<file path="src/rtl/ysyx_22040175_ifu.sv">
// Instruction fetch unit: one outstanding request to instruction memory, selects the
// addressed 32-bit word from a 64-bit response and holds it under a valid/ready handshake.
module ysyx_22040175_ifu #(
   parameter int ADDR_WIDTH = 32,
   parameter int INST_WIDTH = 32,
   parameter int MEM_WIDTH  = 64
) (
   input  logic                  clk,
   input  logic                  rst,
   input  logic [ADDR_WIDTH-1:0] pc,
   input  logic                  fetch_req,
   input  logic                  flush,
   output logic [INST_WIDTH-1:0] inst,
   output logic                  inst_valid,
   input  logic                  inst_ready,
   output logic                  misalign,
   output logic [31:0]           fetch_cnt,
   output logic                  imem_req_valid,
   input  logic                  imem_req_ready,
   output logic [ADDR_WIDTH-1:0] imem_req_addr,
   input  logic                  imem_rsp_valid,
   input  logic [MEM_WIDTH-1:0]  imem_rsp_data,
   output logic                  imem_rsp_ready
);

   typedef enum logic [2:0] {
      IDLE  = 3'd0,
      REQ   = 3'd1,
      WAIT  = 3'd2,
      DRAIN = 3'd3,
      VALID = 3'd4
   } state_e;

   state_e                state_q, state_d;
   logic [ADDR_WIDTH-1:0] addr_q, addr_d;
   logic [INST_WIDTH-1:0] inst_q, inst_d;
   logic                  misalign_q, misalign_d;
   logic [31:0]           fetch_cnt_q, fetch_cnt_d;
   logic [INST_WIDTH-1:0] rsp_word;

   // addr_q[2] picks which half of the doubleword holds the instruction
   assign rsp_word = addr_q[2] ? imem_rsp_data[2*INST_WIDTH-1:INST_WIDTH]
                               : imem_rsp_data[INST_WIDTH-1:0];

   always_ff @(posedge clk or posedge rst) begin
      if (rst) begin
         state_q     <= IDLE;
         addr_q      <= '0;
         inst_q      <= '0;
         misalign_q  <= 1'b0;
         fetch_cnt_q <= '0;
      end else begin
         state_q     <= state_d;
         addr_q      <= addr_d;
         inst_q      <= inst_d;
         misalign_q  <= misalign_d;
         fetch_cnt_q <= fetch_cnt_d;
      end
   end

   always_comb begin
      state_d     = state_q;
      addr_d      = addr_q;
      inst_d      = inst_q;
      misalign_d  = misalign_q;
      fetch_cnt_d = fetch_cnt_q;
      unique case (state_q)
         IDLE: begin
            if (fetch_req && !flush) begin
               if (pc[1:0] != 2'b00) begin
                  inst_d     = '0;
                  misalign_d = 1'b1;
                  state_d    = VALID;
               end else begin
                  addr_d  = pc;
                  state_d = REQ;
               end
            end
         end
         REQ: begin
            // An accepted request must still be answered, so a flush here drains it
            if (imem_req_ready) begin
               state_d = flush ? DRAIN : WAIT;
            end else if (flush) begin
               state_d = IDLE;
            end
         end
         WAIT: begin
            if (imem_rsp_valid) begin
               if (flush) begin
                  state_d = IDLE;
               end else begin
                  inst_d     = rsp_word;
                  misalign_d = 1'b0;
                  state_d    = VALID;
               end
            end else if (flush) begin
               state_d = DRAIN;
            end
         end
         DRAIN: begin
            if (imem_rsp_valid) begin
               state_d = IDLE;
            end
         end
         VALID: begin
            if (flush) begin
               state_d = IDLE;
            end else if (inst_ready) begin
               fetch_cnt_d = fetch_cnt_q + 32'd1;
               state_d     = IDLE;
            end
         end
         default: state_d = IDLE;
      endcase
   end

   assign inst           = inst_q;
   assign misalign       = misalign_q;
   assign fetch_cnt      = fetch_cnt_q;
   assign inst_valid     = (state_q == VALID);
   assign imem_req_valid = (state_q == REQ);
   assign imem_rsp_ready = (state_q == WAIT) || (state_q == DRAIN);
   assign imem_req_addr  = {addr_q[ADDR_WIDTH-1:3], 3'b000};

endmodule

</file>
<file path="config.mk">
export PLATFORM = sky130hd
export DESIGN_NAME = ysyx_22040175_ifu
export DESIGN_NICKNAME = d
export VERILOG_FILES = /design/src/rtl/ysyx_22040175_ifu.sv
export SDC_FILE = /design/constraint.sdc
export NUM_CORES = 1
export LEC_CHECK = 0
export CAP_MARGIN = 20
export CELL_PAD_IN_SITES_DETAIL_PLACEMENT = 1
export CELL_PAD_IN_SITES_GLOBAL_PLACEMENT = 1
export CORE_AREA = 2 2 124 126
export DETAILED_ROUTE_END_ITERATION = 16
export DIE_AREA = 0 0 126 128
export PLACE_DENSITY_LB_ADDON = 0.1
export SLEW_MARGIN = 0
export SYNTH_ARGS = -nofsm -noshare
export SYNTH_HDL_FRONTEND = slang
export SYNTH_SLANG_ARGS = --single-unit
</file>
<file path="constraint.sdc">
create_clock -name clk -period 6.5 [get_ports clk]
set_input_delay 0.65 -clock clk [delete_from_list [all_inputs] [get_ports clk]]
set_output_delay 0.65 -clock clk [all_outputs]
set_load 0.02 [all_outputs]
</file>
==> out/metrics.yaml, run 1 <==
power:
  p_leak_uw: 0.00295
  power_density_nw_per_um2: 379
  design_power_total_uw: 2580
  peakVddDrop_v: 0.000146
  p_int_uw: 1690
  swShare_pct: 34.4
  p_seq_share_pct: 37.6
  pwr-share-comb_pct: 40.1
  clkPwrFrac_pct: 22.3
  p_sw_uw: 889
layout:
  instances_no_fill: 758
  drive_above_1_share_pct: 10.5
  num_antenna_cells: 0
  nNetsFinal: 669
  fin_area_sq_um: 6820
  area_growth_pct: 51.0
cts:
  insertion_delay_ns: 0.35
  cts_sinks: 98
  hold_buffers: 0
  numCtsBuffers: 9
  clockRootBuffer: "clkbuf_16"
  cts.clk_slew.worst_paths_ns: 0.06
  cts_resized: 0
  clockBufferDepth: 2
  cts_htree_levels: 3
  cts_setup_buffers: 0
  cts_tree: "done"
setup_path:
  path_max_fanout: 5
  arrival_ns: 2.73
  cp-start-kind: "primary input"
  required_ns: 6.76
  critPathKind: "in -> reg"
  critPathCaptureType: "register"
sta:
  finalHoldViolations: 0
  rsz0062_at_grt: "false"
  slew_headroom_pct: 39.9
  setup_tns_ns: 0
  finalWorstPathRequiredPeriod_ns: 2.47
  clock.fmax_ghz: 0.405
  slew_violations: 0
  setup_viol: 0
  finClkSkew_ns: 0.00673
  post-route-period-util_pct: 38.0
  worst_pin_slew_ns: 0.902
logic_synthesis:
  synth_top_area_cell: "dfrtp_1"
  synth_edf_count: 0
  async_flop_share_pct: 100
  synth.area.top_cells: "dfrtp_1 (54%), mux2_2 (7.7%), mux2i_1 (7.1%)"
  synth.most_common_cell: "dfrtp_1"
  ys_top_cells_by_count: "dfrtp_1 (98), nand2_1 (48), o21ai_0 (33)"
  synth_seq_area_share_pct: 54.3
  synth-seq-cells: 98
  avgSynthCellArea_sq_um: 11.4
  synth.top_cell.area_share_pct: 54.3
  synthCells: 396
  synth_flop_cell: "dfrtp_1"
  synth_area_sq_um: 4510
  yosysUniqueCellTypes: 36
  ys_warn_count: 0
global_routing:
  busiest_layer: "met2"
  gr-total-overflow: 0
  met1_usage_pct: 19.3
  grt_pass1_vias: 3733
  grt_start_max_net_pins: 70
  track_usage_pct: 15.4
  grtUsageMet2_pct: 23.8
  grt_pass1_wl_microns: 19500
  antenna_found_initial: 0
  met3_usage_pct: 5.68
die:
  ios: 203
  initial_utilization_pct: 30.4
  die_w_microns: 126
  die-area_sq_um: 16100
  rows: 45
  die_h_microns: 128
  coreArea_sq_um: 14900
hold_path:
  hold_path_class: "reg -> reg"
status:
  status: "completed"
drt:
  wl_microns: 12200
  routedWlPerCell_microns: 16.1
  via_per_inst: 4.57
  drt-initial-drc-count: 155
  route.detailed.drc: 0
  drtPass1Iterations: 4
  ant_nets: 0
  num_vias: 3462
run:
  maxCapViolCount: 0
placed_design:
  io_buffers: 199
  placed_cells: 741
  dpl.hpwl_microns: 9130
  dpl_cell_area_sq_um: 6480
  gp_congestion: 0.779
## per-layer routing
metal / routed length (microns) / part of all wire [%]
met1: 5220 / 43
met2: 5590 / 46
met3: 1090 / 8.9
met4: 313 / 2.6
met5: 0 / 0
## logic make-up (layout without fill, tap and decap cells)
| family | after synthesis | in the layout | share of synthesized area (%) |
|---|---|---|---|
| AO/OA/AOI/OAI | 42 | 42 | 4.99 |
| XOR/XNOR | 31 | 31 | 6.02 |
| adder cells (fa/ha/maj) | 1 | 1 | 0.277 |
| buffers and inverters | 51 | 223 | 6.90 |
| flip-flops | 98 | 98 | 54.3 |
| multiplexers | 63 | 63 | 14.8 |
| other | 1 | 3 | 0.0831 |
| AND/OR/NAND/NOR | 109 | 109 | 12.6 |
## flip-flops by register name (all words and copies together), names as in the netlist
register   cells
addr_q        30
fetch_cnt     32
inst          32
misalign       1
state_q        3
## layout make-up
cell class	count	area (sq um)
fillers	1654	8050
clock buffers	10	229
clock inverters	6	90.1
inverters	4	17.5
repair buffers	203	2030
multi-input cells	249	1760
flip-flops and latches	98	2450
well taps	188	235
## worst paths after layout
kind	cells past startpoint	end	startpoint	slack (ns)
max in group asynchronous	3	addr_q[2]	rst	4.58
worst max-delay path	6	fetch_cnt[27]	flush	4.03
min in group asynchronous	2	addr_q[16]	rst	0.64
worst min-delay path	1	fetch_cnt[31]	fetch_cnt[31]	0.47
worst min register to register	1	fetch_cnt[31]	fetch_cnt[31]	0.47
worst max register to register	5	fetch_cnt[27]	state_q[1]	4.26
## cell usage in the layout (no fill, tap or decap), types with 2 or more instances in the layout
cell,synthesis,final
clkdlybuf4s50_1,0,199
dfrtp_1,98,97
nand2_1,48,48
o21ai_0,33,33
mux2i_1,32,32
mux2_2,31,31
xnor2_1,17,17
nor2_1,14,14
xor2_1,14,14
nand3_1,10,10
nand4_1,10,10
clkbuf_16,0,9
nor3_1,5,5
and3_1,4,4
inv_1,4,3
nand2b_1,3,3
a21oi_1,3,3
conb_1,1,3
buf_4,32,3
nor2b_1,2,2
and3b_1,2,2
and4_1,2,2
nor2b_2,2,2
bufinv_16,0,2
## per-stage QoR
stage	util, %	setup WS [ns]	hold slack (ns)
floorplan	-	3.29	0.481
global placement	43.6	3.22	0.455
detailed placement	43.6	3.09	0.464
CTS	45.7	3.45	0.480
global route	45.9	3.84	0.504
finish	45.9	4.03	0.473
## critical path: stages
cell and delay (ns):
clkdlybuf4s50_1 0.47, or4b_4 0.56, nor4_4 0.50, nand4_4 0.21
nor2b_2 0.16, xor2_1 0.17
## power groups by stage
stage,Clock (uW),Combinational (uW),Sequential (uW)
after floorplan,0,593,1010
after global placement,0,1040,975
after detailed placement,0,1050,985
after CTS,595,1060,977
after global routing,624,1110,1010
final,575,1040,970
(Power assumes the default switching activity.)
==> inputs of run 2 (changes only) <==
Clock period 6.5 ns to 2.4 ns, I/O delays scaled along.
==> run 2 against run 1 <==
Net effect: combinational power rose to 2.8 times the previous value; critical path depth fell by 1; design area up 0.24%; clock skew is 0.0012 ns lower; setup slack lost 3.8 ns; hold slack got worse by 0.062 ns; final cell count grew 0.40%.
==> out/metrics.yaml, run 2 (synthesis gave the netlist of run 1 again) <==
power:
  peakVddDrop_v: 0.000351
  power_density_nw_per_um2: 1010
  p_leak_uw: 0.00296
cts:
  cts_setup_buffers: 0
  cts_resized: 0
  clockBufferDepth: 2
  insertion_delay_ns: 0.34
  numCtsBuffers: 9
  cts.clk_slew.worst_paths_ns: 0.06
  cts_tree: "done"
  hold_buffers: 0
  cts_htree_levels: 3
  cts_sinks: 98
  clockRootBuffer: "clkbuf_16"
placed_design:
  gp_congestion: 0.736
  dpl_cell_area_sq_um: 6550
  io_buffers: 199
  dpl.hpwl_microns: 9090
layout:
  fin_area_sq_um: 6830
  nNetsFinal: 673
  num_antenna_cells: 0
  area_growth_pct: 51.4
  drive_above_1_share_pct: 10.8
  final_common_cell: "clkdlybuf4s50_1"
  fill_cells: 1626
  ff_latch_area_sq_um: 2450
  multi_input_area_sq_um: 1760
  mostFrequentLayoutCells: "clkdlybuf4s50_1 (199), dfrtp_1 (97), nand2_1 (48), o21ai_0 (33), mux2i_1 (32)"
die:
  initial_utilization_pct: 30.4
  ios: 203
  rows: 45
  die_w_microns: 126
  coreArea_sq_um: 14900
  die-area_sq_um: 16100
  die_h_microns: 128
setup_path:
  critPathKind: "reg -> reg"
  required_ns: 2.66
  critPathCaptureType: "register"
  crit_chain: "or4b_4 > nor3_2 > nand2_1 > nor3_1 > xor2_1"
  cp-start-kind: "register"
  path_max_fanout: 11
  critical-path-top-delay-family: "simple AND/OR/NAND/NOR gates"
  cp_slowest_cell: "or4b_4"
  crit_buf_inv: 0
  arrival_ns: 2.41
  cp_slowest_stage_delay_ns: 0.62
global_routing:
  track_usage_pct: 15.1
  grt_pass1_wl_microns: 19200
  grt_pass1_vias: 3654
  antenna_found_initial: 0
  gr-total-overflow: 0
  grt_start_max_net_pins: 99
sta:
  setup_tns_ns: 0
  worst_pin_slew_ns: 0.529
  rsz0062_at_grt: "false"
  finalHoldViolations: 0
  slew_headroom_pct: 64.7
  finClkSkew_ns: 0.00551
  finalWorstPathRequiredPeriod_ns: 2.15
  clock.fmax_ghz: 0.465
  slew_violations: 0
  setup_viol: 0
  post-route-period-util_pct: 89.6
drt:
  routedWlPerCell_microns: 16.0
  via_per_inst: 4.57
  route.detailed.drc: 0
  drtPass1Iterations: 3
  ant_nets: 0
  wl_microns: 12200
  drt-initial-drc-count: 144
  num_vias: 3480
hold_path:
  hold_path_class: "in -> async"
status:
  status: "completed"
run:
  maxCapViolCount: 0
## run 2: path summary, 6_finish.rpt
path	end	slack, ns	startpoint	cells after the start
hold reg to reg	fetch_cnt[31]	0.47	fetch_cnt[31]	1
hold / removal	addr_q[14]	0.41	rst	3
setup reg to reg	fetch_cnt[24]	0.25	state_q[1]	5
min in group clk	fetch_cnt[31]	0.47	fetch_cnt[31]	1
max in group asynchronous	addr_q[2]	1.58	rst	3
setup / recovery	fetch_cnt[24]	0.25	state_q[1]	5
## run 2: power breakdown
group	internal, uW	switching, uW
Sequential	2170	377
Combinational	1520	1400
Clock	828	597
Total	4520	2370
## run 2: stage by stage
step / utilization [%] / cells / power (uW) / worst slack, ns / hold slack [ns]
2_1_floorplan: - / 398 / 4350 / 0.467 / 0.348
3_3_place_gp: 44.0 / 746 / 5490 / 0.153 / 0.457
3_5_place_dp: 44.0 / 746 / 5550 / 0.123 / 0.461
4_1_cts: 46.0 / 761 / 7020 / 0.220 / 0.424
5_1_grt: 46.0 / 761 / 7310 / 0.0658 / 0.452
6_report: 46.0 / 761 / 6890 / 0.250 / 0.411
## run 2: worst min-delay path, stage by stage
cell and delay (ns):
clkdlybuf4s50_1 0.44, clkinvlp_4 0.10, buf_12 0.42
## run 2: area by class of cell
class	instances	share of cell area [%]
clock buffer	12	3.61
clock inverter	3	0.586
timing repair buffer	207	30.4
sequential	98	35.9
tap	188	3.44
inverter	4	0.275
multi-input combinational	249	25.8
## run 2: routing by layer
metal	global-route usage [%]	wire [microns]
met1	18.1	5030
met5	0	0
met2	24.8	5940
met3	5.84	1020
met4	5.62	182
